[src/rtl/perm_gen.sv]
// perm_gen: steps through the permutations of 0..N-1 in lexicographic order,
// one request at a time, using a pivot / swap / suffix-reverse sequence.
// Optional feature: define PERM_GEN_COUNT_EN to add the 16-bit perm_cnt output
// (permutations produced since start, cleared on wrap, saturating).
module perm_gen #(
    parameter int N    = 8,
    parameter int WRAP = 0,
    localparam int W   = $clog2(N)
) (
    input  logic           CLK,
    input  logic           RST_N,
    input  logic           start,
    input  logic           next_req,
    output logic [N*W-1:0] perm,
    output logic           valid,
    output logic           busy,
    output logic           last
`ifdef PERM_GEN_COUNT_EN
   ,output logic [15:0]    perm_cnt
`endif
);

    localparam logic [2:0] IDLE    = 3'd0;
    localparam logic [2:0] READY   = 3'd1;
    localparam logic [2:0] PIVOT   = 3'd2;
    localparam logic [2:0] SWAP    = 3'd3;
    localparam logic [2:0] REVERSE = 3'd4;

    logic [2:0]   state_q, state_d;
    logic [W-1:0] perm_q [N];
    logic [W-1:0] perm_d [N];
    logic [W-1:0] lo_q, lo_d;
    logic [W-1:0] hi_q, hi_d;
    logic [W-1:0] p_q, p_d;
    logic [W-1:0] s_q, s_d;

    logic         has_piv;
    logic [W-1:0] piv;
    logic [W-1:0] succ;
    logic         rev_done;

    // Pivot search: rightmost ascent; no ascent means the sequence is fully descending
    always_comb begin
        has_piv = 1'b0;
        piv     = '0;
        for (int i = 0; i < N - 1; i++) begin
            if (perm_q[i] < perm_q[i + 1]) begin
                has_piv = 1'b1;
                piv     = W'(i);
            end
        end
    end

    // Successor search: rightmost element past the pivot that is larger than it
    always_comb begin
        succ = '0;
        for (int j = 0; j < N; j++) begin
            if ((j > int'(piv)) && (perm_q[j] > perm_q[piv])) begin
                succ = W'(j);
            end
        end
    end

    // The reverse phase finishes once this cycle's swap (if any) closes the window
    assign rev_done = (state_q == REVERSE) && ((int'(lo_q) + 2) >= int'(hi_q));

    // Next-state and datapath update; start overrides everything else
    always_comb begin
        state_d = state_q;
        perm_d  = perm_q;
        lo_d    = lo_q;
        hi_d    = hi_q;
        p_d     = p_q;
        s_d     = s_q;
        case (state_q)
            READY: begin
                if (next_req && (has_piv || (WRAP != 0))) begin
                    state_d = PIVOT;
                end
            end
            PIVOT: begin
                if (has_piv) begin
                    p_d     = piv;
                    s_d     = succ;
                    state_d = SWAP;
                end else begin
                    lo_d    = '0;
                    hi_d    = W'(N - 1);
                    state_d = REVERSE;
                end
            end
            SWAP: begin
                perm_d[p_q] = perm_q[s_q];
                perm_d[s_q] = perm_q[p_q];
                lo_d        = p_q + W'(1);
                hi_d        = W'(N - 1);
                state_d     = REVERSE;
            end
            REVERSE: begin
                if (lo_q < hi_q) begin
                    perm_d[lo_q] = perm_q[hi_q];
                    perm_d[hi_q] = perm_q[lo_q];
                    lo_d         = lo_q + W'(1);
                    hi_d         = hi_q - W'(1);
                end
                if (rev_done) begin
                    state_d = READY;
                end
            end
            default: begin
                state_d = state_q;
            end
        endcase
        if (start) begin
            state_d = READY;
            lo_d    = '0;
            hi_d    = '0;
            for (int i = 0; i < N; i++) begin
                perm_d[i] = W'(i);
            end
        end
    end

    // State and permutation registers; reset drops any half-finished step
    always_ff @(posedge CLK or negedge RST_N) begin
        if (!RST_N) begin
            state_q <= IDLE;
            lo_q    <= '0;
            hi_q    <= '0;
            p_q     <= '0;
            s_q     <= '0;
            for (int i = 0; i < N; i++) begin
                perm_q[i] <= W'(i);
            end
        end else begin
            state_q <= state_d;
            lo_q    <= lo_d;
            hi_q    <= hi_d;
            p_q     <= p_d;
            s_q     <= s_d;
            for (int i = 0; i < N; i++) begin
                perm_q[i] <= perm_d[i];
            end
        end
    end

    for (genvar g = 0; g < N; g++) begin : g_pack
        assign perm[g*W +: W] = perm_q[g];
    end

    assign valid = (state_q == READY);
    assign busy  = (state_q == PIVOT) || (state_q == SWAP) || (state_q == REVERSE);
    assign last  = ~has_piv;

`ifdef PERM_GEN_COUNT_EN
    logic [15:0] cnt_q, cnt_d;
    logic        wrap_q, wrap_d;

    // Count completed steps; a wrap step leaves the count at zero
    always_comb begin
        cnt_d  = cnt_q;
        wrap_d = wrap_q;
        if (start) begin
            cnt_d  = '0;
            wrap_d = 1'b0;
        end else if (state_q == PIVOT) begin
            wrap_d = ~has_piv;
            if (!has_piv) begin
                cnt_d = '0;
            end
        end else if (rev_done) begin
            wrap_d = 1'b0;
            if (!wrap_q && (cnt_q != 16'hFFFF)) begin
                cnt_d = cnt_q + 16'd1;
            end
        end
    end

    // Counter registers
    always_ff @(posedge CLK or negedge RST_N) begin
        if (!RST_N) begin
            cnt_q  <= '0;
            wrap_q <= 1'b0;
        end else begin
            cnt_q  <= cnt_d;
            wrap_q <= wrap_d;
        end
    end

    assign perm_cnt = cnt_q;
`endif

endmodule

[config.mk]
export PLATFORM = sky130hd
export DESIGN_NAME = perm_gen
export DESIGN_NICKNAME = d
export VERILOG_FILES = /design/src/rtl/perm_gen.sv
export SDC_FILE = /design/constraint.sdc
export NUM_CORES = 1
export LEC_CHECK = 0
export ABC_AREA = 1
export ABC_CLOCK_PERIOD_IN_PS = 3650
export BUFFER_PORTS_ARGS = -buffer_cell sky130_fd_sc_hd__buf_2
export CORE_MARGIN = 2
export CORE_UTILIZATION = 50
export DETAILED_ROUTE_END_ITERATION = 8
export PLACE_DENSITY = 0.66
export SLEW_MARGIN = 40
export SYNTH_ARGS = -nofsm -noshare
export SYNTH_HDL_FRONTEND = slang
export SYNTH_SLANG_ARGS = --single-unit
export TNS_END_PERCENT = 50
[constraint.sdc]
create_clock -name CLK -period 3.65 [get_ports CLK]
set_input_delay 0.73 -clock CLK [delete_from_list [all_inputs] [get_ports CLK]]
set_output_delay 0.73 -clock CLK [all_outputs]
set_load 0.01 [all_outputs]
# Yosys cells after proc, flatten, opt, wreduce, memory -nomap -nowiden
# Cells that the tools add are included.
[totals] mem_count=0 regBits=39 input_bits=4 mem_bits_rw=0 latchBits=0 rom_bits=0
[op_classes] n_mul=0 n_reduce_logical=22 n_bitwise=6 add_sub_neg=4 shift=0 div_mod_pow=0 order_cmp=32 n_mux=63 n_eq_ne=8
[ops] op="3-bit two-way mux" count=35
[ops] op="24-bit bitwise mux" count=4
[ops] op="24-bit two-way mux" count=2
[ops] op="24-bit one-hot mux with 2 select lines" count=1
[ops] op="3-bit binary-select mux with 3-bit select" count=5
[ops] op="3-bit demux with 3-bit select" count=4
[ops] op="3-bit less-than comparator" count=8
[ops] op="3-bit greater-than comparator" count=7
[ops] op="4-bit greater-or-equal comparator, second input constant" count=5
[ops] op="3-bit inverter with 4-bit output" count=5
[ops] op="3-bit one-hot mux with 3 select lines" count=2
[ops] op="4-bit by 1-bit less-than comparator with 1-bit output, second input constant" count=4
[ops] op="1-bit logical AND" count=13
[ops] op="3-bit greater-than comparator, first input constant" count=4
[ops] op="3-bit one-hot mux with 4 select lines" count=1
[ops] op="1-bit two-way mux" count=9
[ops] op="3-bit != test, second input constant" count=3
[ops] op="3-bit by 1-bit adder with 3-bit output, second input constant" count=2
[ops] op="3-bit by 2-bit == test with 1-bit output, second input constant" count=2
[ops] op="2-bit by 3-bit greater-than comparator with 1-bit output, first input constant" count=2
[ops] op="3-bit AND reduction" count=2
[ops] op="5-bit nonzero test" count=1
[ops] op="3-bit by 2-bit adder with 4-bit output, second input constant" count=1
[ops] op="4-bit by 3-bit greater-or-equal comparator with 1-bit output" count=1
[ops] op="other kinds (10)" count=12

# Depth between registers and ports, before layout
[depth] depth_word=20 ltp_mapped=28 ltp_nobuf=28

# Worst setup path after synthesis
# OpenSTA, ideal clock, no wires.
[synth_timing] kind="flip-flop to flip-flop" startpoint="reg perm_q, in the netlist perm[10]" endpoint="reg s_q[1]" required_time_ns=3.529 stages_incl_launch_ff=23 arrival_ns=3.135 n_path_buf=1 path_slack_ns=0.395 synth_period_minus_slack_ns=3.255 path_cell_list="dfstp_2 > clkinv_1 > ha_1 > nand2_1 > inv_1 > nand2_1 > nand2_2 > nand2_2 > buf_2 > nand2_1 > o211ai_1 > nand3_1 > o21ai_0 > a21oi_1 > a21oi_1 > ha_1 > inv_1 > o21bai_1 > o21bai_1 > nand3_1 > nand2_1 > nor2_2 > a21oi_2"
[synth_via] elab_chain_len=18
[synth_rtl] item="start: declaration" line_no="30" text="logic [W-1:0] perm_q [N];"
[synth_rtl] item="start signal: indexed assignment" line_no="133" text="perm_q[i] <= W'(i);"
[synth_rtl] item="start signal: indexed assignment" line_no="142" text="perm_q[i] <= perm_d[i];"
[synth_rtl] item="3-bit less-than comparator" line_no="47" text="if (perm_q[i] < perm_q[i + 1]) begin"
[synth_rtl] item="3-bit two-way mux (5 in series)" line_no="47"
[synth_rtl] item="3-bit inverter with 4-bit output (implied by the code)" line_no="58" text="if ((j > int'(piv)) && (perm_q[j] > perm_q[piv])) begin"
[synth_rtl] item="3-bit binary-select mux with 3-bit select" line_no="58"
[synth_rtl] item="3-bit two-way mux (implied by the code) (2 in series)" line_no="58"
[synth_rtl] item="3-bit greater-than comparator" line_no="58"
[synth_rtl] item="1-bit logical AND" line_no="58"
[synth_rtl] item="3-bit two-way mux (6 in series)" line_no="58"
[synth_rtl] item="end signal: assignment" line_no="131" text="s_q <= '0;"
[synth_rtl] item="end signal: assignment" line_no="140" text="s_q <= s_d;"
[synth_rtl] item="end: declaration" line_no="35" text="logic [W-1:0] s_q, s_d;"
# Several ways; a longest one is shown, not always the timed one. The select of a mux whose other input is x is not followed.
# A chain may end at the register's enable or synchronous reset.

# Worst setup path after layout
[layout_timing] startpoint="reg perm_q, in the netlist perm[23]" endpoint="out last"
[layout_via] elab_chain_len=3
[layout_rtl] item="3-bit less-than comparator" line_no="47"
[layout_rtl] item="1-bit two-way mux" line_no="47"
[layout_rtl] item="1-bit inverter" line_no="153" text="assign last = ~has_piv;"
[layout_rtl] item="end: declaration" line_no="17" text="output logic last"
# Every way passes these cells.

==> out/results.txt <==
Status: completed
Asr flop ratio synth: 1.00
Critical Path AT: 2.86 ns
Final Non-Filler Cells: 902
Rows: 35
First-pass GRT wire length: 30.0 mm
CP startpoint kind: flop
Io pins: 31
Initial Utilization: 0.516
Diode count: 0
Commonest non-fill, non-tap cell in the layout: nand2_1
Clk sink count: 39
Finish-stage setup viols: 0
Worst slack, placed: 0.222 ns
# Max-Cap Violations: 0
Slew headroom: 0.460
Largest net degree at the start of global routing: 40
Cell mode on critical path: inv_1
Top sig layer: met4
Critical path, cell by cell: inv_1, ha_1, o211ai_1, nand2_1, inv_1, nor2_1, inv_2, nor2_1, nand3_1, inv_1, buf_2
Final ANT Viol Nets: 0
Post-Route WL: 19.7 mm
CTS max path bufs: 2
EDFF count, synth: 0
Total gr overflow: 0
Yosys cell types: 54
WL/cell: 21.8 µm
Routed vias/inst: 6.57
Sequential area share after synthesis: 0.208
Fmax: 279 MHz
Routability cong.: 1.10
Vias in the first global route: 5387
Initial antenna violation count: 0
Endpoint class of the critical path: output pin
Final-stage net count: 815
Worst path max stage delay: 0.64 ns
Die Ht: 102 µm
Critical path origin: perm[23]
Layout cells sized above 1: 0.175
Post-Syn Area: 4760 µm²
Met3 WL post-DR: 2.31 mm
Final hold vios: 0
Worst-Margin Slew: 0.804 ns
Highest-delay cell along the critical path: dfstp_2
Clock tree root buffer cell: clkbuf_8
Port-buffer cells: 30
Crit path capture: last
Final Cycle Share: 0.983
DRC viols: 0
Worst R2R Start: perm[7]
Leading cell types in the layout, fill and taps excluded: 139 x nand2_1, 98 x inv_1, 74 x o21ai_0, 42 x nor2_1, 41 x a21oi_1
Chip width: 102 µm
Cts bufs inserted: 5
Clock period minus worst slack: 3.59 ns
Cts hold-fix bufs: 0
1st-iter DRT viols: 743
Routed vias: 5926
Cell count after synthesis: 723
Setup slack after layout: 0.0637 ns
GRT Overall Usage: 0.383
Drt first pass iters: 7
FF-to-FF setup slack: 0.21 ns
Worst-skew pair later-pin latency: 0.31 ns
Core Area: 9240 µm²
Crit path max fanout: 7
DP Cell Count: 893
Kind of critical path: flop to output pin
Setup Skew: 0.00702 ns
#FFs+latches synth: 39
WP data required: 2.92 ns
CTS tree: yes
Post-synth top flop: dfrtp_1
P&R area growth vs syn: 11.7%
Reg2reg path depth: 22
Die area: 10300 µm²
Critical R2R Capture: s_q[1]
Worst hold path type: input port to asynchronous set/reset pin
Syn. warnings: 0
Final HPWL DP: 15.1 mm
Final Core Density: 0.576
Clk slew on worst S/H paths: 0.08 ns
Synth Area per Inst: 6.59 µm²
WL met1: 7.55 mm
Met2 Routed Length: 8.51 mm
Slew Limit Fails: 0
# H-tree levels: 2
Post-synth net total: 766
[state kept, by name (all words and copies together), names as in the netlist]
signal / count
hi_q: 3
state_q: 3
s_q: 3
p_q: 3
lo_q: 3
perm: 24
[how the worst min path moves through the flow]
stage,to,cells after the start
2_1_floorplan,hi_q[0],0
3_3_place_gp,state_q[2],2
3_5_place_dp,state_q[2],2
4_1_cts,perm[6],1
5_1_grt,perm[6],1
6_report,perm[6],1
[critical path, delay by kind of cell (launching register included)]
family	cells	cell delay, ns
AO/OA/AOI/OAI	1	0.08
AND/OR/NAND/NOR	4	0.85
buffers and inverters	5	0.64
flip-flops	1	0.64
adder cells (fa/ha/maj)	1	0.33
[logic make-up after synthesis]
| group | count (synthesis) | synth area share |
|---|---|---|
| compound gates | 233 | 0.314 |
| simple gates | 273 | 0.261 |
| xor+xnor | 2 | 0.00368 |
| fa+ha+maj | 39 | 0.104 |
| buf+inv | 137 | 0.110 |
| flops | 39 | 0.208 |
[synthesized netlist by cell type, types with 17 or more instances]
cell      count  share of area
o21ai_0      74          0.078
a21oi_1      41          0.043
o22ai_1      24          0.032
inv_1        99          0.078
nor3_1       33          0.035
nand3_1      21          0.022
dfrtp_1      27           0.14
a221oi_1     17          0.031
nor2_1       42          0.033
ha_1         38           0.10
nand2_1     139           0.11
inv_2        17          0.013
[through the flow]
step | setup TNS [ns] | area [µm²] | hold slack [ns]
finish | 0 | 5320 | 0.406
global route | -0.0190 | 5320 | 0.441
CTS | 0 | 5300 | 0.421
detailed placement | 0 | 5220 | 0.580
global placement | 0 | 5220 | 0.573
floorplan | 0 | 4760 | 0.434
[repair_timing]
action,CTS,global route
resized for setup,0,3
endpoints found under the setup margin,0,3
buffers inserted,0,1
[per-layer routing]
metal  up-vias  GRT usage
met5         -          0
met4         0      0.217
met3       134     0.0711
met2       456      0.592
met1      2690      0.502
li1       2646          -
[layout make-up]
| type | instances | area, µm² |
|---|---|---|
| clock buffers | 7 | 76.3 |
| clock inverters | 1 | 5.00 |
| fillers | 926 | 3920 |
| inverters | 120 | 453 |
| multi-input cells | 547 | 3270 |
| flip-flops and latches | 39 | 992 |
| well taps | 129 | 161 |
| repair buffers | 59 | 370 |
Power is left out: the tool's default activity adds up to more than one toggle a clock period on the data nets, which glitch-free logic cannot reach.
